===== config.mk =====
export PLATFORM = sky130hd
export DESIGN_NAME = phase_seq_arbiter_flat
export DESIGN_NICKNAME = d
export VERILOG_FILES = /design/src/rtl/phase_seq_pkg.sv /design/src/rtl/phase_seq_arbiter_if.sv /design/src/rtl/phase_seq_arbiter_rr_pick.sv /design/src/rtl/phase_seq_arbiter.sv /design/src/flat_wrapper.sv
export SDC_FILE = /design/constraint.sdc
export NUM_CORES = 1
export LEC_CHECK = 0
export BUFFER_PORTS_ARGS = -buffer_cell sky130_fd_sc_hd__buf_2
export CAP_MARGIN = 10
export CORE_UTILIZATION = 30
export CTS_CLUSTER_DIAMETER = 30
export DETAILED_ROUTE_END_ITERATION = 10
export SYNTH_ARGS = -nofsm -noshare
export SYNTH_HDL_FRONTEND = slang
export SYNTH_SLANG_ARGS = --single-unit

===== constraint.sdc =====
create_clock -name clk -period 2 [get_ports clk]
set_clock_uncertainty 0.1 [all_clocks]
set_input_delay 0.1 -clock clk [delete_from_list [all_inputs] [get_ports clk]]
set_output_delay 0.1 -clock clk [all_outputs]
set_load 0.01 [all_outputs]

===== src/rtl/phase_seq_pkg.sv =====
// Shared encodings and helpers for the phase sequencer arbiter.
// One-hot state encodings keep a single-bit upset from aliasing another legal state.
package phase_seq_pkg;

   typedef enum logic [2:0] {
      ST_IDLE = 3'b001,
      ST_RUN  = 3'b010,
      ST_ERR  = 3'b100
   } state_t;

   localparam logic [1:0] PHASE_LAST = 2'd3;

   // Index width for n requesters, never below one bit.
   function automatic int idx_w(input int n);
      return (n <= 2) ? 1 : $clog2(n);
   endfunction

endpackage


===== src/rtl/phase_seq_arbiter_if.sv =====
// Requester/sequencer bundle: request and step strobes in, grant and phase status out.
interface phase_seq_arbiter_if #(
   parameter int NREQ = 4
);
   import phase_seq_pkg::*;

   localparam int IW = idx_w(NREQ);

   logic [NREQ-1:0] req;
   logic            adv;
   logic            clr_err;
   logic [NREQ-1:0] gnt;
   logic [1:0]      phase;
   logic            busy;
   logic            done;
   logic            err;
   logic [IW-1:0]   owner;

   modport master (
      output req, adv, clr_err,
      input  gnt, phase, busy, done, err, owner
   );

   modport slave (
      input  req, adv, clr_err,
      output gnt, phase, busy, done, err, owner
   );

endinterface


===== src/rtl/phase_seq_arbiter_rr_pick.sv =====
// Rotating-priority picker: first set request strictly after pointer, wrapping at NREQ.
module rr_pick
   import phase_seq_pkg::*;
#(
   parameter int NREQ = 4,
   localparam int IW = idx_w(NREQ)
) (
   input  logic [NREQ-1:0] req,
   input  logic [IW-1:0]   pointer,
   output logic [IW-1:0]   winner,
   output logic            valid
);

   logic [IW-1:0] cand;

   // Scan farthest-first so the candidate closest after the pointer is written last.
   always_comb begin
      winner = '0;
      valid  = 1'b0;
      cand   = '0;
      for (int k = NREQ; k >= 1; k--) begin
         cand   = IW'((int'(pointer) + k) % NREQ);
         winner = req[cand] ? cand : winner;
         valid  = valid | req[cand];
      end
   end

endmodule


===== src/rtl/phase_seq_arbiter.sv =====
// Round-robin owner of a 4-phase sequencer with watchdog and trap-to-ERR hardening.
// All outputs come straight from flops; no input reaches an output combinationally.
module phase_seq_arbiter
   import phase_seq_pkg::*;
#(
   parameter int NREQ     = 4,
   parameter int HOLD_MAX = 8
) (
   input logic                clk,
   input logic                rst,
   phase_seq_arbiter_if.slave bus
);

   localparam int              IW       = idx_w(NREQ);
   localparam logic [7:0]      WD_TRIP  = 8'(HOLD_MAX - 1);
   localparam logic [NREQ-1:0] ONE_HOT0 = {{(NREQ-1){1'b0}}, 1'b1};
   localparam logic [IW-1:0]   PTR_INIT = IW'(NREQ - 1);

   state_t          state_r;
   logic [1:0]      phase_r;
   logic [NREQ-1:0] gnt_r;
   logic            busy_r;
   logic            done_r;
   logic            err_r;
   logic [IW-1:0]   owner_r;
   logic [IW-1:0]   ptr_r;
   logic [7:0]      wd_r;
   logic [IW-1:0]   win_s;
   logic            win_vld_s;
   logic            owner_req_s;

   assign owner_req_s = bus.req[owner_r];

   rr_pick #(.NREQ(NREQ)) u_pick (
      .req     (bus.req),
      .pointer (ptr_r),
      .winner  (win_s),
      .valid   (win_vld_s)
   );

   // Sequencer FSM with phase counter, watchdog and registered outputs.
   always_ff @(posedge clk or posedge rst) begin
      if (rst) begin
         state_r <= ST_IDLE;
         phase_r <= 2'd0;
         gnt_r   <= '0;
         busy_r  <= 1'b0;
         done_r  <= 1'b0;
         err_r   <= 1'b0;
         owner_r <= '0;
         ptr_r   <= PTR_INIT;
         wd_r    <= 8'd0;
      end else begin
         done_r <= 1'b0;
         case (state_r)
            ST_IDLE: begin
               phase_r <= 2'd0;
               wd_r    <= 8'd0;
               err_r   <= 1'b0;
               if (win_vld_s) begin
                  state_r <= ST_RUN;
                  gnt_r   <= ONE_HOT0 << win_s;
                  owner_r <= win_s;
                  busy_r  <= 1'b1;
               end else begin
                  state_r <= ST_IDLE;
                  gnt_r   <= '0;
                  busy_r  <= 1'b0;
               end
            end
            ST_RUN: begin
               // Abort outranks both a step and the watchdog trap.
               if (!owner_req_s) begin
                  state_r <= ST_IDLE;
                  gnt_r   <= '0;
                  phase_r <= 2'd0;
                  busy_r  <= 1'b0;
                  wd_r    <= 8'd0;
                  ptr_r   <= owner_r;
               end else if (bus.adv) begin
                  wd_r <= 8'd0;
                  if (phase_r == PHASE_LAST) begin
                     state_r <= ST_IDLE;
                     gnt_r   <= '0;
                     phase_r <= 2'd0;
                     busy_r  <= 1'b0;
                     done_r  <= 1'b1;
                     ptr_r   <= owner_r;
                  end else begin
                     phase_r <= phase_r + 2'd1;
                  end
               end else if (wd_r >= WD_TRIP) begin
                  state_r <= ST_ERR;
                  gnt_r   <= '0;
                  phase_r <= 2'd0;
                  busy_r  <= 1'b0;
                  err_r   <= 1'b1;
                  wd_r    <= 8'd0;
               end else begin
                  wd_r <= wd_r + 8'd1;
               end
            end
            ST_ERR: begin
               gnt_r   <= '0;
               phase_r <= 2'd0;
               busy_r  <= 1'b0;
               wd_r    <= 8'd0;
               if (bus.clr_err) begin
                  state_r <= ST_IDLE;
                  err_r   <= 1'b0;
               end else begin
                  state_r <= ST_ERR;
                  err_r   <= 1'b1;
               end
            end
            default: begin
               state_r <= ST_ERR;
               gnt_r   <= '0;
               phase_r <= 2'd0;
               busy_r  <= 1'b0;
               err_r   <= 1'b1;
               wd_r    <= 8'd0;
            end
         endcase
      end
   end

   assign bus.gnt   = gnt_r;
   assign bus.phase = phase_r;
   assign bus.busy  = busy_r;
   assign bus.done  = done_r;
   assign bus.err   = err_r;
   assign bus.owner = owner_r;

endmodule


===== src/flat_wrapper.sv =====
// flat-port wrapper written by rule: the top's interface ports become plain ports
module phase_seq_arbiter_flat import phase_seq_pkg::*;
#(
   parameter int NREQ     = 4,
   parameter int HOLD_MAX = 8
)
  (clk, rst, bus_req, bus_adv, bus_clr_err, bus_gnt, bus_phase, bus_busy, bus_done, bus_err, bus_owner);
  phase_seq_arbiter_if #(.NREQ(NREQ)) bus_i ();
  input logic clk;
  input logic rst;
  input wire logic [$bits(bus_i.req)-1:0] bus_req;
  input wire logic [$bits(bus_i.adv)-1:0] bus_adv;
  input wire logic [$bits(bus_i.clr_err)-1:0] bus_clr_err;
  output wire logic [$bits(bus_i.gnt)-1:0] bus_gnt;
  output wire logic [$bits(bus_i.phase)-1:0] bus_phase;
  output wire logic [$bits(bus_i.busy)-1:0] bus_busy;
  output wire logic [$bits(bus_i.done)-1:0] bus_done;
  output wire logic [$bits(bus_i.err)-1:0] bus_err;
  output wire logic [$bits(bus_i.owner)-1:0] bus_owner;
  assign bus_i.req = bus_req;
  assign bus_i.adv = bus_adv;
  assign bus_i.clr_err = bus_clr_err;
  assign bus_gnt = bus_i.gnt;
  assign bus_phase = bus_i.phase;
  assign bus_busy = bus_i.busy;
  assign bus_done = bus_i.done;
  assign bus_err = bus_i.err;
  assign bus_owner = bus_i.owner;
  phase_seq_arbiter #(.NREQ(NREQ), .HOLD_MAX(HOLD_MAX)) u_core (.clk(clk), .rst(rst), .bus(bus_i));
endmodule

== After elaboration in Yosys (flattened, before gate mapping) ==
Index checks and enable logic that the tools add are counted.

* Bits of input ports: 8
* Register bits: 24

* Bitwise gates (word level): 3
* Shifts and indexed selects: 1
* $lt $le $gt $ge: 6
* Equality and inequality tests: 11
* Muxes and demuxes: 54
* Reductions and logical operators: 4
* Add/sub/neg operators: 6

{| class="wikitable"
|+ Operators with widths
! kind !! count
|-
| 2-to-1 mux 8 bit || 4
|-
| 2-to-1 mux 2 bit || 13
|-
| 2-to-1 mux 4 bit || 5
|-
| 2-to-1 mux 1 bit || 18
|-
| less-than comparator 2 x 3 -> 1 bit (second input constant) || 5
|-
| 2-to-1 mux 3 bit || 5
|-
| binary-select mux 1 bit (select 2 bit) || 5
|-
| one-hot mux 3 bit (3 select lines) || 1
|-
| adder 8 x 1 -> 8 bit (second input constant) || 1
|-
| greater-or-equal comparator 8 x 3 -> 1 bit (second input constant) || 1
|-
| inequality test 4 bit (second input constant) || 2
|-
| one-hot mux 4 bit (2 select lines) || 1
|-
| adder 2 x 1 -> 2 bit (second input constant) || 3
|-
| inequality test 2 bit (second input constant) || 3
|-
| AND reduction 3 bit || 2
|-
| adder 2 bit (second input constant) || 2
|-
| inequality test 2 x 1 -> 1 bit (second input constant) || 2
|-
| AND reduction 2 bit || 2
|-
| << shifter 1 x 2 -> 4 bit (first input constant) || 1
|-
| == test 3 x 1 -> 1 bit (second input constant) || 1
|-
| == test 3 x 2 -> 1 bit (second input constant) || 1
|-
| == test 3 bit (second input constant) || 1
|-
| OR 1 bit || 3
|-
| one-hot mux 1 bit (3 select lines) || 1
|-
| other kinds (2) || 2
|}

== Longest topological paths before layout ==
Gate-level depths: netlist of run 1.

* Word-level depth: 10
* Depth in mapped cells: 5
* Depth with buffers taken out: 5

== By module ==
From an unflattened synthesis of run 1, not the netlist that was laid out.

* Cells, all modules: 102
* Area, all modules: 1132.3 µm²

{| class="wikitable"
|+ Modules (own cells, without submodules)
! module !! times used !! cells an instance !! area an instance (µm²)
|-
| phase_seq_arbiter || 1 || 88 || 1041.0
|-
| rr_pick || 1 || 14 || 91.3
|}

== Least setup slack after synthesis of run 1 ==
OpenSTA, ideal clock, no wires.

* Path kind: register to register
* From: reg u_core.owner_r[0] (netlist: u_core.bus.owner[0])
* To: reg u_core.ptr_r[0]
* Setup slack: 0.289 ns
* Arrival: 1.527 ns
* Period minus slack after synthesis: 1.711 ns
* Cell stages (with the launch flop): 4
* Data required time: 1.815 ns
* Library setup time: 0.085 ns
* Path through: dfrtp_1 -> mux4_2 -> a21oi_2 -> mux2_1

* Longest elaborated chain between the ends: 4

{| class="wikitable"
|+ RTL lines
! item !! line !! text
|-
| start, declared || phase_seq_arbiter.sv:25 || <nowiki>logic [IW-1:0] owner_r;</nowiki>
|-
| start signal, assigned || phase_seq_arbiter.sv:63 || <nowiki>owner_r <= win_s;</nowiki>
|-
| binary-select mux 1 bit (select 2 bit) || phase_seq_arbiter.sv:32 || <nowiki>assign owner_req_s = bus.req[owner_r];</nowiki>
|-
| 2-to-1 mux 1 bit (not written as such) || phase_seq_arbiter.sv:32 ||
|-
| inequality test 2 bit (no source line) || - ||
|-
| AND reduction 3 bit (no source line) || - ||
|-
| end signal, assigned || phase_seq_arbiter.sv:79 || <nowiki>ptr_r <= owner_r;</nowiki>
|-
| end signal, assigned || phase_seq_arbiter.sv:88 || <nowiki>ptr_r <= owner_r;</nowiki>
|-
| end, declared || phase_seq_arbiter.sv:26 || <nowiki>logic [IW-1:0] ptr_r;</nowiki>
|}

Parallel ways exist; a longest one is shown, timed or not. The select of a mux whose other input is x is not followed.
A chain may end at the register's enable or synchronous reset.

== Final worst setup path of run 1 ==
Ends and elaborated chain as after synthesis.

==> results of run 1 <==
kinds of logic after synthesis:
group                    Yosys count  synth area share
AO/OA/AOI/OAI                     19             0.149
adder cells (fa/ha/maj)            2            0.0228
buffers and inverters              2           0.00684
flip-flops                        23             0.528
multiplexers                       7            0.0787
other                              1           0.00342
AND/OR/NAND/NOR                   39             0.211
layer usage:
metal  share of wire  up-vias  track usage
met5               0        -            0
met3           0.037        4       0.0401
met2            0.49       14        0.208
li1                -      388            -
met1            0.46      398        0.142
met4          0.0091        0       0.0262
flip-flops by register name, summed over array words and instances, names as in the netlist, 2 cells and up:
name and count:
u_core.bus.phase 2, u_core.bus.gnt 4, u_core.wd_r 8, u_core.ptr_r 2
u_core.state_r 2, u_core.bus.owner 2
path summary, 6_finish.rpt:
path | slack (ps) | start | cells after the start | end
hold reg to reg | 360 | u_core.wd_r[0]$_DFF_PP0_ | 1 | u_core.wd_r[0]$_DFF_PP0_
setup reg to reg | 240 | u_core.bus.owner[0]$_DFFE_PP0P_ | 3 | u_core.ptr_r[0]$_DFFE_PP1P_
hold / removal | 100 | bus_clr_err | 4 | u_core.state_r[0]$_DFFE_PP1P_
min in group asynchronous | 240 | rst | 4 | u_core.bus.phase[0]$_DFFE_PP0P_
setup / recovery | 240 | u_core.bus.owner[0]$_DFFE_PP0P_ | 3 | u_core.ptr_r[0]$_DFFE_PP1P_
max in group asynchronous | 1270 | rst | 4 | u_core.state_r[0]$_DFFE_PP1P_
synth_stat cells, types with 2 or more instances:
master     count
and2_1         3
nor2_1         4
a22o_1         3
nand2b_1       7
mux2_1         3
a21o_1         2
nand2_1        5
and4_1         2
nand3b_1       4
a21oi_1        3
o2bb2ai_1      2
inv_1          2
dfstp_2        3
ha_1           2
mux2i_1        3
dfrtp_1       20
nor3_1         5
nor2b_1        2
what timing repair did:
| item | 4_1_cts | 5_1_grt |
|---|---|---|
| endpoints found under the hold margin | 23 | 0 |
| setup buffers | 0 | 0 |
| endpoints found under the setup margin | 0 | 0 |
| hold buffers | 1 | 0 |
power by group through the flow:
stage               registers (mW)  logic, mW  clock network (mW)
floorplan                    0.673      0.248                   0
global placement             0.670      0.356                   0
detailed placement           0.677      0.365                   0
CTS                          0.666      0.368               0.229
global route                 0.682      0.407               0.247
finish                       0.664      0.362               0.223
cells in the final DEF, fill, tap and decap left out, types with 3 or more instances in the layout:
cell      instances
nand3b_1          4
dfstp_2           3
buf_2            18
conb_1            4
mux2i_1           3
clkbuf_4          3
nor3_1            5
nand2b_1          7
nand2_1           5
dfrtp_1          20
a21oi_1           3
and2_1            3
nor2_1            4
a22o_1            3
mux2_1            3
stage by stage:
step	area (um2)	setup WS, ps	util	hold slack [ps]
3_3_place_gp	1260	310	0.370	51.5
3_5_place_dp	1260	255	0.370	61.2
2_1_floorplan	1110	289	-	-0.300
6_report	1300	241	0.381	103
4_1_cts	1300	233	0.381	97.6
5_1_grt	1300	148	0.381	112
area by class of cell:
type	count	area, um2	area share
multi-input cells	71	522	0.401
well taps	46	57.6	0.0443
flip-flops and latches	23	579	0.446
repair buffers	20	108	0.0828
clock buffers	4	26.3	0.0202
inverters	2	7.51	0.00577
worst reg2reg max path, stage by stage, from the launching register on:
cell	delay [ps]
dfrtp_1	490
mux4_2	590
a21oi_2	200
mux2_1	330
==> results.cfg, run 1 <==
[yosys]
synth_edf_count = 0
postSynthCellCount = 93
synth_area_um2 = 1100
synth.largest_area_cell = dfrtp_1
synthArstFlopShare = 1.00
ys_types = 36
ys.flop_type = dfrtp_1
ys_ff_latch = 23
synth_top_area_frac = 0.456
synth.avg_cell_area_um2 = 11.8
ys_warn_count = 0
synthTopCellsByArea = dfrtp_1 (46%), dfstp_2 (7.2%), nand2b_1 (4.0%), mux2_1 (3.1%), mux2i_1 (2.7%)
yosysSeqAreaShare = 0.528

[power]
p_seq_frac = 0.532
power_mw = 1.25
clkPwrFrac = 0.178
power.density_nw_per_um2 = 961
internal_power_mw = 0.827
switching_power_mw = 0.422
leakage_nw = 0.621
p_sw_frac = 0.338
peakVddDrop_mv = 0.483
p_comb_frac = 0.290

[cts]
tritoncts = built
cts_resized = 0
clkSinkCount = 23
path_clk_slew_ps = 130
clock_latency_ps = 320
cts_buffers = 3
h-tree-depth = 1
cts_buffer_depth = 2
cts_root_buf = clkbuf_4

[place]
dp.cells = 161
gp_congestion = 0.687
numPortBuffers = 18
hpwl_mm = 1.58

[sta]
tightest_slew_ps = 544
fin_setup_tns_ps = 0
finalMaxSlewViolations = 0
setup_violations = 0
hold_viol_final = 0
rsz0062_at_grt = false
max_freq_mhz = 569
slew_headroom = 0.634
timing.final.crit_share = 0.879
fin_crit_ps = 1760

[route]
vias = 804
drt_iter0_drc = 28
antenna_left = 0
wire_per_inst_um = 12.6
dr.pass1.iters = 4
route.detailed.drc = 0
routed_wl_mm = 2.09
viasPerCell = 4.84

[floorplanning]
coreArea_um2 = 3420
io_pins = 19
die_y_um = 62.5
rows = 21
dieArea_um2 = 3900
start_util = 0.321
die_x_um = 62.5

[global_route]
grt_max_degree = 24
grt_pass1_vias = 837
grt_usage = 0.120
grt_pass1_wl_mm = 3.69
antenna_found_initial = 0
grt.overflow.total = 0

[finish]
drive_above_1_share = 0.275
nNetsFinal = 131
area_growth_syn_to_layout_pct = 18.5
instances_no_fill = 166
diodes = 0
fillers = 359

[hold_path]
hp-class = input port to register

[run_status]
status = complete, no violations

[critical_path]
crit_path_start_kind = register
worst-path-buf-inv = 0
critical_path_arrival_ps = 1920
cp_slowest_cell = mux4_2
cp.required_ps = 2160
crit_path_end_kind = register
slowest_delay_ps = 590
critPathKind = register to register
cp_max_fo = 6
crit_family = multiplexers
crit_path_cell_trace = mux4_2 -> a21oi_2 -> mux2_1

[job]
max-cap-violations = 0
(Power assumes the default switching activity.)
==> inputs of run 2 (changes only) <==
- CORE_UTILIZATION: 30 -> 50
- PLACE_DENSITY: unset -> 0.72
==> results.cfg, run 2 (synthesis gave the netlist of run 1 again) <==
[finish]
area_growth_syn_to_layout_pct = 16.4
mostFrequentLayoutCell = dfrtp_1
fin_area_um2 = 1280
nNetsFinal = 131
drive_above_1_share = 0.283
fillers = 183
largest-register = u_core.wd_r
largest_register_ffs = 8
diodes = 0
final_util = 0.632
instances_no_fill = 147
final_cell_mix = dfrtp_1 (20), buf_2 (18), nand2b_1 (7)

[route]
wire_per_inst_um = 12.9
viasPerCell = 5.46
dr.pass1.iters = 4
routed_wl_mm = 1.89
antenna_left = 0
route.detailed.drc = 0
drt_iter0_drc = 7
vias = 803

[power]
power_mw = 1.23
peakVddDrop_mv = 0.579
leakage_nw = 0.623
power.density_nw_per_um2 = 965

[job]
max-cap-violations = 0

[cts]
tritoncts = built
clkSinkCount = 23
path_clk_slew_ps = 130
cts_buffer_depth = 2
h-tree-depth = 1
clock_latency_ps = 310
cts_buffers = 3
cts_root_buf = clkbuf_4

[sta]
timing.hold.ws_ps = 102
timing.final.crit_share = 0.872
rsz0062_at_grt = false
hold_viol_final = 0
fin_crit_ps = 1740
finalMaxSlewViolations = 0
fin_setup_tns_ps = 0
setup_ws_ps = 256
setup_violations = 0
max_freq_mhz = 573

[floorplanning]
coreArea_um2 = 2020
rows = 16
dieArea_um2 = 2390
io_pins = 19
start_util = 0.543
die_x_um = 48.8
die_y_um = 48.8

[place]
dp.cells = 142
pre_cts_slack_ps = 262
gp_congestion = 0.777
numPortBuffers = 18
placed_cell_area_um2 = 1240
hpwl_mm = 1.45

[global_route]
grt_usage = 0.194
grt_pass1_vias = 847
grt.overflow.total = 0
grt_pass1_wl_mm = 3.48
antenna_found_initial = 0
grt_max_degree = 24

[critical_path]
critPathKind = register to register
crit_path_start_kind = register
crit_path_end_kind = register
cp_max_fo = 6
critical_path_arrival_ps = 1890
cp.required_ps = 2150
reg2reg_depth = 3

[hold_path]
hold_depth = 4
hp-class = input port to register

[run_status]
status = complete, no violations
[run 2: cell count changes in the layout (fill, tap and decap cells not counted)]
cell      delta
clkbuf_1     -1
clkinv_2     +1
[run 2: layer usage]
layer	track usage	vias up	part of all wire
met1	0.219	397	0.43
met2	0.356	13	0.53
met3	0.0374	4	0.025
met5	0	-	0
met4	0.0735	0	0.013
li1	-	389	-
[run 2: cell type report]
class | count | area (um2) | share of cell area
Tap cell | 27 | 33.8 | 0.0264
Sequential cell | 23 | 579 | 0.453
Clock buffer | 3 | 22.5 | 0.0176
Timing Repair Buffer | 20 | 108 | 0.0842
Multi-Input combinational cell | 71 | 522 | 0.408
Clock inverter | 1 | 5.00 | 0.00392
Inverter | 2 | 7.51 | 0.00588
[run 2: worst max-delay path, cell delays in order, from the launching register on]
cell	delay, ps
dfrtp_1	480
mux4_2	590
a21oi_2	180
mux2_1	330
[run 2: report_power, final]
part | internal, mW | switching [mW]
Sequential | 0.565 | 0.0990
Combinational | 0.184 | 0.173
Clock | 0.0747 | 0.137
Total | 0.824 | 0.409
[run 2: worst paths after layout]
check	from	slack (ps)	to
max in group asynchronous	rst	1260	u_core.state_r[0]$_DFFE_PP1P_
min in group asynchronous	rst	260	u_core.bus.gnt[3]$_DFFE_PP0P_
hold reg to reg	u_core.wd_r[0]$_DFF_PP0_	380	u_core.wd_r[0]$_DFF_PP0_
hold / removal	bus_clr_err	100	u_core.state_r[0]$_DFFE_PP1P_
setup / recovery	u_core.bus.owner[0]$_DFFE_PP0P_	260	u_core.ptr_r[0]$_DFFE_PP1P_
setup reg to reg	u_core.bus.owner[0]$_DFFE_PP0P_	260	u_core.ptr_r[0]$_DFFE_PP1P_
[run 2: repair_timing]
item                      4_1_cts  5_1_grt
hold endpoints to repair       23        0
gates resized for setup         0        0
hold buffers                    1        0
setup buffers                   0        0
